==> config.mk <==
export PLATFORM = sky130hd
export DESIGN_NAME = sram_ctrl
export DESIGN_NICKNAME = d
export VERILOG_FILES = /design/src/rtl/sram_ctrl_pkg.sv /design/src/rtl/sram_ctrl.sv
export SDC_FILE = /design/constraint.sdc
export NUM_CORES = 1
export LEC_CHECK = 0
export CAP_MARGIN = 10
export CORE_ASPECT_RATIO = 0.75
export CORE_MARGIN = 2
export CORE_UTILIZATION = 47
export CTS_BUF_LIST = sky130_fd_sc_hd__clkbuf_2
export DETAILED_ROUTE_END_ITERATION = 6
export HOLD_SLACK_MARGIN = 0.05
export PLACE_DENSITY = 0.83
export SETUP_SLACK_MARGIN = 0.15
export SLEW_MARGIN = 20
export SYNTH_ARGS = -nofsm -noshare
export SYNTH_HDL_FRONTEND = slang
export SYNTH_SLANG_ARGS = --single-unit
==> constraint.sdc <==
create_clock -name clk -period 2.5 [get_ports clk]
set_input_delay 0.5 -clock clk [delete_from_list [all_inputs] [get_ports clk]]
set_output_delay 0.5 -clock clk [all_outputs]
set_load 0.005 [all_outputs]
==> src/rtl/sram_ctrl_pkg.sv <==
// sram_ctrl_pkg: shared word/SRAM widths and FSM state encoding for sram_ctrl.
package sram_ctrl_pkg;
  localparam int WORD_WIDTH = 32;
  localparam int SRAM_DW = 16;
  typedef enum logic [1:0] {ST_IDLE, ST_LO, ST_HI, ST_DONE} state_t;
endpackage

==> src/rtl/sram_ctrl.sv <==
// sram_ctrl: 32-bit MEM-stage access split into two 16-bit SRAM halves with pipeline freeze.
// Define SRAM_CTRL_ALIGN_CHECK_EN to flag misaligned word addresses on err during DONE.
module sram_ctrl
  import sram_ctrl_pkg::*;
#(
  parameter int WAIT_CYCLES = 2,
  parameter int SRAM_ADDR_W = 18
) (
  input  logic                   clk,
  input  logic                   rst,
  input  logic                   MEM_R_EN,
  input  logic                   MEM_W_EN,
  input  logic [WORD_WIDTH-1:0]  ALU_res,
  input  logic [WORD_WIDTH-1:0]  Val_Rm,
  output logic                   ready,
  output logic [WORD_WIDTH-1:0]  MEM_out,
  output logic                   err,
  output logic [SRAM_ADDR_W-1:0] sram_addr,
  output logic [SRAM_DW-1:0]     sram_dq_o,
  input  logic [SRAM_DW-1:0]     sram_dq_i,
  output logic                   sram_dq_oe,
  output logic                   sram_we_n
);
  localparam logic [3:0] LAST = 4'(WAIT_CYCLES - 1);
  state_t                 r_state;
  logic [3:0]             r_cnt;
  logic                   r_wr;
  logic [SRAM_ADDR_W-2:0] r_waddr;
  logic [WORD_WIDTH-1:0]  r_data;
  logic [WORD_WIDTH-1:0]  r_mem_out;
  logic [SRAM_ADDR_W-1:0] r_addr_o;
  logic [SRAM_DW-1:0]     r_dq_o;
  logic                   r_oe;
  logic                   r_we_n;
  logic                   w_req;
  logic                   w_last;
  logic [3:0]             w_cnt_nx;
  logic                   w_unused;
  assign w_req    = MEM_R_EN | MEM_W_EN;
  assign w_last   = r_cnt == LAST;
  assign w_cnt_nx = r_cnt + 4'd1;
  assign w_unused = ^ALU_res;
  assign ready      = !((r_state == ST_IDLE && w_req) || r_state == ST_LO || r_state == ST_HI);
  assign MEM_out    = r_mem_out;
  assign sram_addr  = r_addr_o;
  assign sram_dq_o  = r_dq_o;
  assign sram_dq_oe = r_oe;
  assign sram_we_n  = r_we_n;
  // Outputs are registered for the state being entered; we_n releases on each half's last cycle.
  always_ff @(posedge clk) begin
    if (rst) begin
      r_state   <= ST_IDLE;
      r_cnt     <= 4'd0;
      r_wr      <= 1'b0;
      r_waddr   <= '0;
      r_data    <= '0;
      r_mem_out <= '0;
      r_addr_o  <= '0;
      r_dq_o    <= '0;
      r_oe      <= 1'b0;
      r_we_n    <= 1'b1;
    end else begin
      case (r_state)
        ST_IDLE: if (w_req) begin
          r_state  <= ST_LO;
          r_cnt    <= 4'd0;
          r_wr     <= MEM_W_EN;
          r_waddr  <= ALU_res[SRAM_ADDR_W:2];
          r_data   <= Val_Rm;
          r_addr_o <= {ALU_res[SRAM_ADDR_W:2], 1'b0};
          r_dq_o   <= MEM_W_EN ? Val_Rm[SRAM_DW-1:0] : '0;
          r_oe     <= MEM_W_EN;
          r_we_n   <= !(MEM_W_EN && LAST != 4'd0);
        end
        ST_LO: if (w_last) begin
          r_state  <= ST_HI;
          r_cnt    <= 4'd0;
          if (!r_wr) r_mem_out[SRAM_DW-1:0] <= sram_dq_i;
          r_addr_o <= {r_waddr, 1'b1};
          r_dq_o   <= r_wr ? r_data[WORD_WIDTH-1:SRAM_DW] : '0;
          r_we_n   <= !(r_wr && LAST != 4'd0);
        end else begin
          r_cnt  <= w_cnt_nx;
          r_we_n <= !(r_wr && w_cnt_nx != LAST);
        end
        ST_HI: if (w_last) begin
          r_state <= ST_DONE;
          r_cnt   <= 4'd0;
          if (!r_wr) r_mem_out[WORD_WIDTH-1:SRAM_DW] <= sram_dq_i;
          r_dq_o  <= '0;
          r_oe    <= 1'b0;
          r_we_n  <= 1'b1;
        end else begin
          r_cnt  <= w_cnt_nx;
          r_we_n <= !(r_wr && w_cnt_nx != LAST);
        end
        default: r_state <= ST_IDLE;
      endcase
    end
  end
`ifdef SRAM_CTRL_ALIGN_CHECK_EN
  logic r_mis;
  logic r_err;
  assign err = r_err;
  // err is high exactly while in DONE for an access whose byte offset was nonzero.
  always_ff @(posedge clk) begin
    if (rst) begin
      r_mis <= 1'b0;
      r_err <= 1'b0;
    end else begin
      if (r_state == ST_IDLE && w_req) r_mis <= |ALU_res[1:0];
      r_err <= r_state == ST_HI && w_last && r_mis;
    end
  end
`else
  assign err = 1'b0;
`endif
endmodule

Word-level counts from Yosys, hierarchy flattened

Cells that the tools add are included.

Logic and storage cells: 67
Output and inout port bits: 70
Input bits: 84
Flip-flop bits (word level): 124

Muxes and demuxes: 23
Bitwise logic cells: 2
Equality and inequality tests: 7
Reduce and logical (&&, ||, !) cells: 23
Add/subtract/negate cells: 1

Operator list:

| cell                                                                    | count |
|---|---|
| 16-bit 2-to-1 mux                                                       | 5 |
| 16-bit case mux with 3 select lines                                     | 1 |
| 18-bit 2-to-1 mux                                                       | 2 |
| 18-bit case mux with 2 select lines                                     | 1 |
| 3-bit AND reduction                                                     | 5 |
| 4-bit 2-to-1 mux                                                        | 2 |
| 4-bit case mux with 2 select lines                                      | 1 |
| 2-bit 2-to-1 mux                                                        | 3 |
| 2-bit inequality test, second input constant                            | 3 |
| 2-bit case mux with 3 select lines                                      | 1 |
| 2-bit AND reduction                                                     | 3 |
| 2-bit nonzero test                                                      | 3 |
| 1-bit 2-to-1 mux                                                        | 5 |
| 4-bit by 1-bit adder with 4-bit output, second input constant           | 1 |
| 4-bit by 1-bit equality test with 1-bit output, second input constant   | 1 |
| 1-bit logical NOT                                                       | 4 |
| 4-bit by 1-bit inequality test with 1-bit output, second input constant | 1 |
| 4-bit AND reduction                                                     | 1 |
| 1-bit case mux with 3 select lines                                      | 1 |
| 3-bit nonzero test                                                      | 1 |
| 2-bit by 1-bit equality test with 1-bit output, second input constant   | 1 |
| 2-bit equality test, second input constant                              | 1 |
| 1-bit logical AND                                                       | 2 |
| 2-bit logical NOT                                                       | 1 |
| other kinds (5)                                                         | 6 |

Longest topological paths before layout

Depth in word-level cells: 6
Gate-level depth with buffers: 8
Depth with buffers taken out: 6

Worst setup path after synthesis

OpenSTA, ideal clock, no wires.

Kind: register -> register
Start: register r_cnt[0]
End: register r_addr_o[15], in the netlist sram_addr[15]
Stages on the path, launching flop included: 8
Library setup time: 0.081 ns
Path buffers: 2
Clock period less this slack: 1.979 ns
Setup slack: 0.521 ns
Required time: 2.419 ns
Data arrival time: 1.898 ns
Cells stage by stage: dfxtp_1 -> ha_1 -> or3b_1 -> buf_2 -> a211oi_4 -> buf_6 -> nor2_1 -> a211oi_2

Word-level cells in the longest chain between the ends: 3

RTL lines:

| element                                        | RTL line        | RTL |
|---|---|---|
| start: declaration                             | sram_ctrl.sv:26 | `logic [3:0] r_cnt;` |
| start signal: assignment                       | sram_ctrl.sv:83 | `r_cnt <= w_cnt_nx;` |
| start signal: assignment                       | sram_ctrl.sv:94 | `r_cnt <= w_cnt_nx;` |
| 4-bit by 1-bit equality test with 1-bit output | sram_ctrl.sv:40 | `assign w_last = r_cnt == LAST;` |
| 2-bit inequality test (no line)                | --              |  |
| 3-bit AND reduction (no line)                  | --              |  |
| end signal: assignment                         | sram_ctrl.sv:70 | `r_addr_o <= {ALU_res[SRAM_ADDR_W:2], 1'b0};` |
| end signal: assignment                         | sram_ctrl.sv:79 | `r_addr_o <= {r_waddr, 1'b1};` |
| end: declaration                               | sram_ctrl.sv:31 | `logic [SRAM_ADDR_W-1:0] r_addr_o;` |

Every way passes these cells.
A chain may end at the register's enable or synchronous reset.

Worst setup path in the final report

Start: register r_cnt[1]
End: register r_addr_o[4], in the netlist sram_addr[4]

Same word-level chain as after synthesis.

==> reports/summary.md <==
Summing the areas of all fa, ha and maj instances in the mapped netlist gives 2.00% of the synthesized area. Setup repair after global routing left no endpoint under its margin. Dominant combinational cell family by area after synthesis: compound AO/OA/AOI/OAI gates.

Leaving out fill and tap cells, the most frequent cell in the layout is sky130_fd_sc_hd__nand2_1. Top cell family by delay on the critical path: simple AND/OR/NAND/NOR gates. The netlist area before placement was 4380 sq um. The row count was 30; the final period demand of the worst path was 2.23 ns. The area occupied by multi-input gates was 2040 sq um; the number of flops mapped to enable cells by yosys was 0. Counting flops and latches in the post-synthesis netlist gives 108. The post-synthesis instance total was 520; the wire length of the first global-routing pass was 18,100 um. In this run, distinct cell masters in the synthesized netlist total 35. The die outline width is 115 um, and the fraction of registers with async set/reset is 0%. The worst register-to-register path begins at r_cnt[1]$_SDFFE_PP0P_.

After legalization and detailed placement, the total HPWL measured 7760 um. Once detail routing completed, the nets flagged for antenna violations numbered 0. The area growth from synthesis to layout works out to 36.5%.

The initial antenna violation count was 0; the via count of the first global-routing pass was 3,994. The run gives 48.4% as the starting utilization of the core area. The root buffer cell chosen for the clock tree is sky130_fd_sc_hd__clkbuf_2.

TritonCTS built the clock tree. The number of failing setup endpoints in the final timing report is 0, and the count of inserted antenna diode cells is 0. Sorting the synthesized cells by area gives the leading types as sky130_fd_sc_hd__dfxtp_1 (49%), sky130_fd_sc_hd__nand2_1 (12%), sky130_fd_sc_hd__a21oi_1 (8.3%). Total power for the finished layout comes to 5.48 mW. The reg2reg setup slack came out at 0.27 ns. The tools report the category of the worst setup path launch point as a flop. Routability-driven placement finished with a final weighted congestion of 0.801. In this run the worst hold path is classified as in2reg. The largest stage delay on the critical path was 0.52 ns.

The run gives 0 as the DRC violation count after routing. In this run, the number of DRC markers left after iteration 0 of detailed routing was 444. The top cell types in the final layout, fill and taps aside, are sky130_fd_sc_hd__nand2_1 (137), sky130_fd_sc_hd__clkdlybuf4s50_1 (135), sky130_fd_sc_hd__dfxtp_1 (105). In this run the critical register-to-register path is captured at sram_addr[4]$_SDFFE_PP0P_.

154 I/O pins were placed. The cell depth of the worst hold path was 3; the power density over the cells was 916 nW/um^2. The logs give 2.16 nW for the leakage power figure and 0.0291 ns for the final worst clock skew. STA classifies the critical path endpoint as a flop. Post-synthesis net count: 611. For the setup TNS, the log shows 0 ns. At the pin with the least slew margin, the transition time is 0.675 ns. Worst setup path category: reg2reg.

The run gives 2.73 ns as the worst endpoint data arrival time. The area share of the largest cell type after synthesis was 49.3%; the aggregate routed wire length was 11,300 um. In this run the number of H-tree levels came out at 3. In this run the most critical hold path is launched from Val_Rm[24]. The count of buffers inserted at the top-level ports was 137. For hold timing, the worst endpoint is r_data[24]$_SDFFE_PP0P_. Across the run, the number of max-cap violations was 0. The total number of nets in the final design came out at 732. Entering global routing, the biggest net connects 61 pins. Leading register cell type out of synthesis: sky130_fd_sc_hd__dfxtp_1.

The synthesized netlist devotes 0% of its cell area to XOR and XNOR gates. The highest fanout seen on the critical path is 35. The detailed router placed 4,036 vias in this run.

For the final number of max-transition violations, the log shows 0. No sink is reached through more buffers than the 2 on the longest clock path. sky130_fd_sc_hd__dfxtp_1 takes more of the synthesized area than any other cell. The die footprint was 10,100 sq um. The tools report the largest vdd supply drop as 481 uV. After synthesis, the mean cell area works out to 8.43 sq um.

The cell count of the worst reg-to-reg path works out to 7. The share of synthesized cell area in and, or, nand and nor gates is 19.0%. STA puts the critical path data required time at 3.00 ns. The mean routed wirelength per cell works out to 14.6 um.

Among all stages on the critical path, the largest delay is contributed by sky130_fd_sc_hd__or3b_1. The filler cell count came out at 730. The run gives 4 as the iteration count of the initial detailed-routing pass. The max-slew headroom at the worst pin was 55.0%. The clock-pin transition on the worst setup and hold timing paths works out to 0.30 ns. The fraction of layout instances using a drive strength above 1 is 8.84%, and the global-route usage over all layers is 22.4%. The hold violation total from the final report was 0; the area of the placeable core was 9050 sq um. The maximum clock rate was 0.448 GHz; the sequential cell area was 2170 sq um. Of the available clock period, the critical path in the final layout requires 89.4%.

The logs give 0.57 ns for the latest clock arrival within the worst-skew pair and 108 for the count of clock tree sinks. The number of buffer and inverter instances along the worst setup path is 2. From bottom edge to top edge, the die measures 87.6 um.

Traced cell by cell, the critical path runs through inv_1 -> ha_1 -> or3b_1 -> a211oi_4 -> buf_12 -> nor2_1 -> a211oi_1. In this run, CTS created clock tree buffers numbering 9. Sequential elements use 49.3% of the synthesized area. Dividing the detail-routed via count by the number of cells gives 5.22.

After synthesis, the share of cell area in mux cells is 4.11%. The synthesized netlist devotes 20.9% of its cell area to compound gates. The number of warnings issued by yosys was 0. The run finished with clean final reports.

The run gives 0 as the overflow left after global routing.
==> synth_stat cells, types with 3 or more instances <==
cell type / n
sky130_fd_sc_hd__buf_2: 7
sky130_fd_sc_hd__nand2_1: 139
sky130_fd_sc_hd__mux2i_1: 18
sky130_fd_sc_hd__a211oi_2: 12
sky130_fd_sc_hd__a22oi_1: 18
sky130_fd_sc_hd__dfxtp_1: 108
sky130_fd_sc_hd__inv_1: 5
sky130_fd_sc_hd__a211oi_1: 23
sky130_fd_sc_hd__clkbuf_1: 29
sky130_fd_sc_hd__o21ai_0: 3
sky130_fd_sc_hd__and2_1: 3
sky130_fd_sc_hd__a21oi_1: 73
sky130_fd_sc_hd__nor2_1: 47
sky130_fd_sc_hd__ha_1: 7
==> worst max-delay path by stage <==
| stage | cells after the start | from | slack, ns | endpoint |
|---|---|---|---|---|
| after floorplan | 7 | r_cnt[0]$_SDFFE_PP0P_ | 0.52 | sram_addr[15]$_SDFFE_PP0P_ |
| after global placement | 4 | MEM_R_EN | 0.21 | ready |
| after detailed placement | 4 | MEM_R_EN | 0.20 | ready |
| after CTS | 5 | r_cnt[0]$_SDFFE_PP0P_ | 0.18 | MEM_out[14]$_SDFFE_PP0P_ |
| after global routing | 5 | r_state[0]$_SDFFE_PP0P_ | 0.15 | ready |
| final | 7 | r_cnt[1]$_SDFFE_PP0P_ | 0.27 | sram_addr[4]$_SDFFE_PP0P_ |
==> area by class of cell <==
class	count	share of cell area (%)
sequential	108	36.2
inverter	5	0.314
clock buffer	9	0.753
tap	128	2.68
clock inverter	6	0.837
timing repair buffer	150	25.1
multi-input combinational	367	34.2
==> power breakdown <==
part           total [mW]  internal, mW  switching, mW  leakage [nW]
sequential           2.34          2.11          0.221         0.887
clock               0.711         0.137          0.575        0.0550
combinational        2.43          1.19           1.24          1.22
total                5.48          3.44           2.04          2.16
==> cells by family after synthesis <==
logic type | count (synthesis)
flops | 108
fa+ha+maj | 7
simple gates | 205
buf+inv | 45
compound gates | 136
mux | 18
other cells | 1
==> worst reg2reg max path: stages (launching register included) <==
cell and delay (ns):
sky130_fd_sc_hd__dfxtp_1 0.43, sky130_fd_sc_hd__inv_1 0.10, sky130_fd_sc_hd__ha_1 0.23, sky130_fd_sc_hd__or3b_1 0.52, sky130_fd_sc_hd__a211oi_4 0.35, sky130_fd_sc_hd__buf_12 0.24, sky130_fd_sc_hd__nor2_1 0.08, sky130_fd_sc_hd__a211oi_1 0.24
==> timing repair <==
| item | in CTS | in global routing |
|---|---|---|
| gates resized for setup | 8 | 6 |
| buffers inserted | 2 | 0 |
| hold buffers | 0 | 0 |
| endpoints found under the hold margin | 0 | 0 |
| endpoints found under the setup margin | 1 | 40 |
| pin swaps | 1 | 0 |
==> metal layers <==
metal / global-route usage [%] / part of all wire [%] / wire, um
met5: 0 / 0 / 0
met1: 26.6 / 42 / 4790
met3: 8.79 / 9.3 / 1050
met2: 38.1 / 48 / 5370
met4: 6.02 / 0.63 / 71
==> flip-flops by register name (all words and copies together) (netlist names) <==
name        flops
sram_addr      18
r_wr            1
sram_dq_oe      1
MEM_out        32
sram_dq_o      16
r_cnt           4
r_data         16
sram_we_n       1
r_waddr        17
r_state         2
==> per-stage QoR <==
| step | setup WS, ns | std cells | hold slack (ns) | area (sq um) | util [%] |
|---|---|---|---|---|---|
| global route | 0.153 | 773 | 0.363 | 5980 | 66.1 |
| CTS | 0.181 | 773 | 0.374 | 5970 | 65.9 |
| global placement | 0.211 | 756 | 0.441 | 5850 | 64.7 |
| detailed placement | 0.203 | 756 | 0.448 | 5850 | 64.7 |
| finish | 0.266 | 773 | 0.425 | 5980 | 66.1 |
| floorplan | 0.521 | 520 | 0.436 | 4380 | - |
No activity file was read; power rests on OpenSTA's default activity.
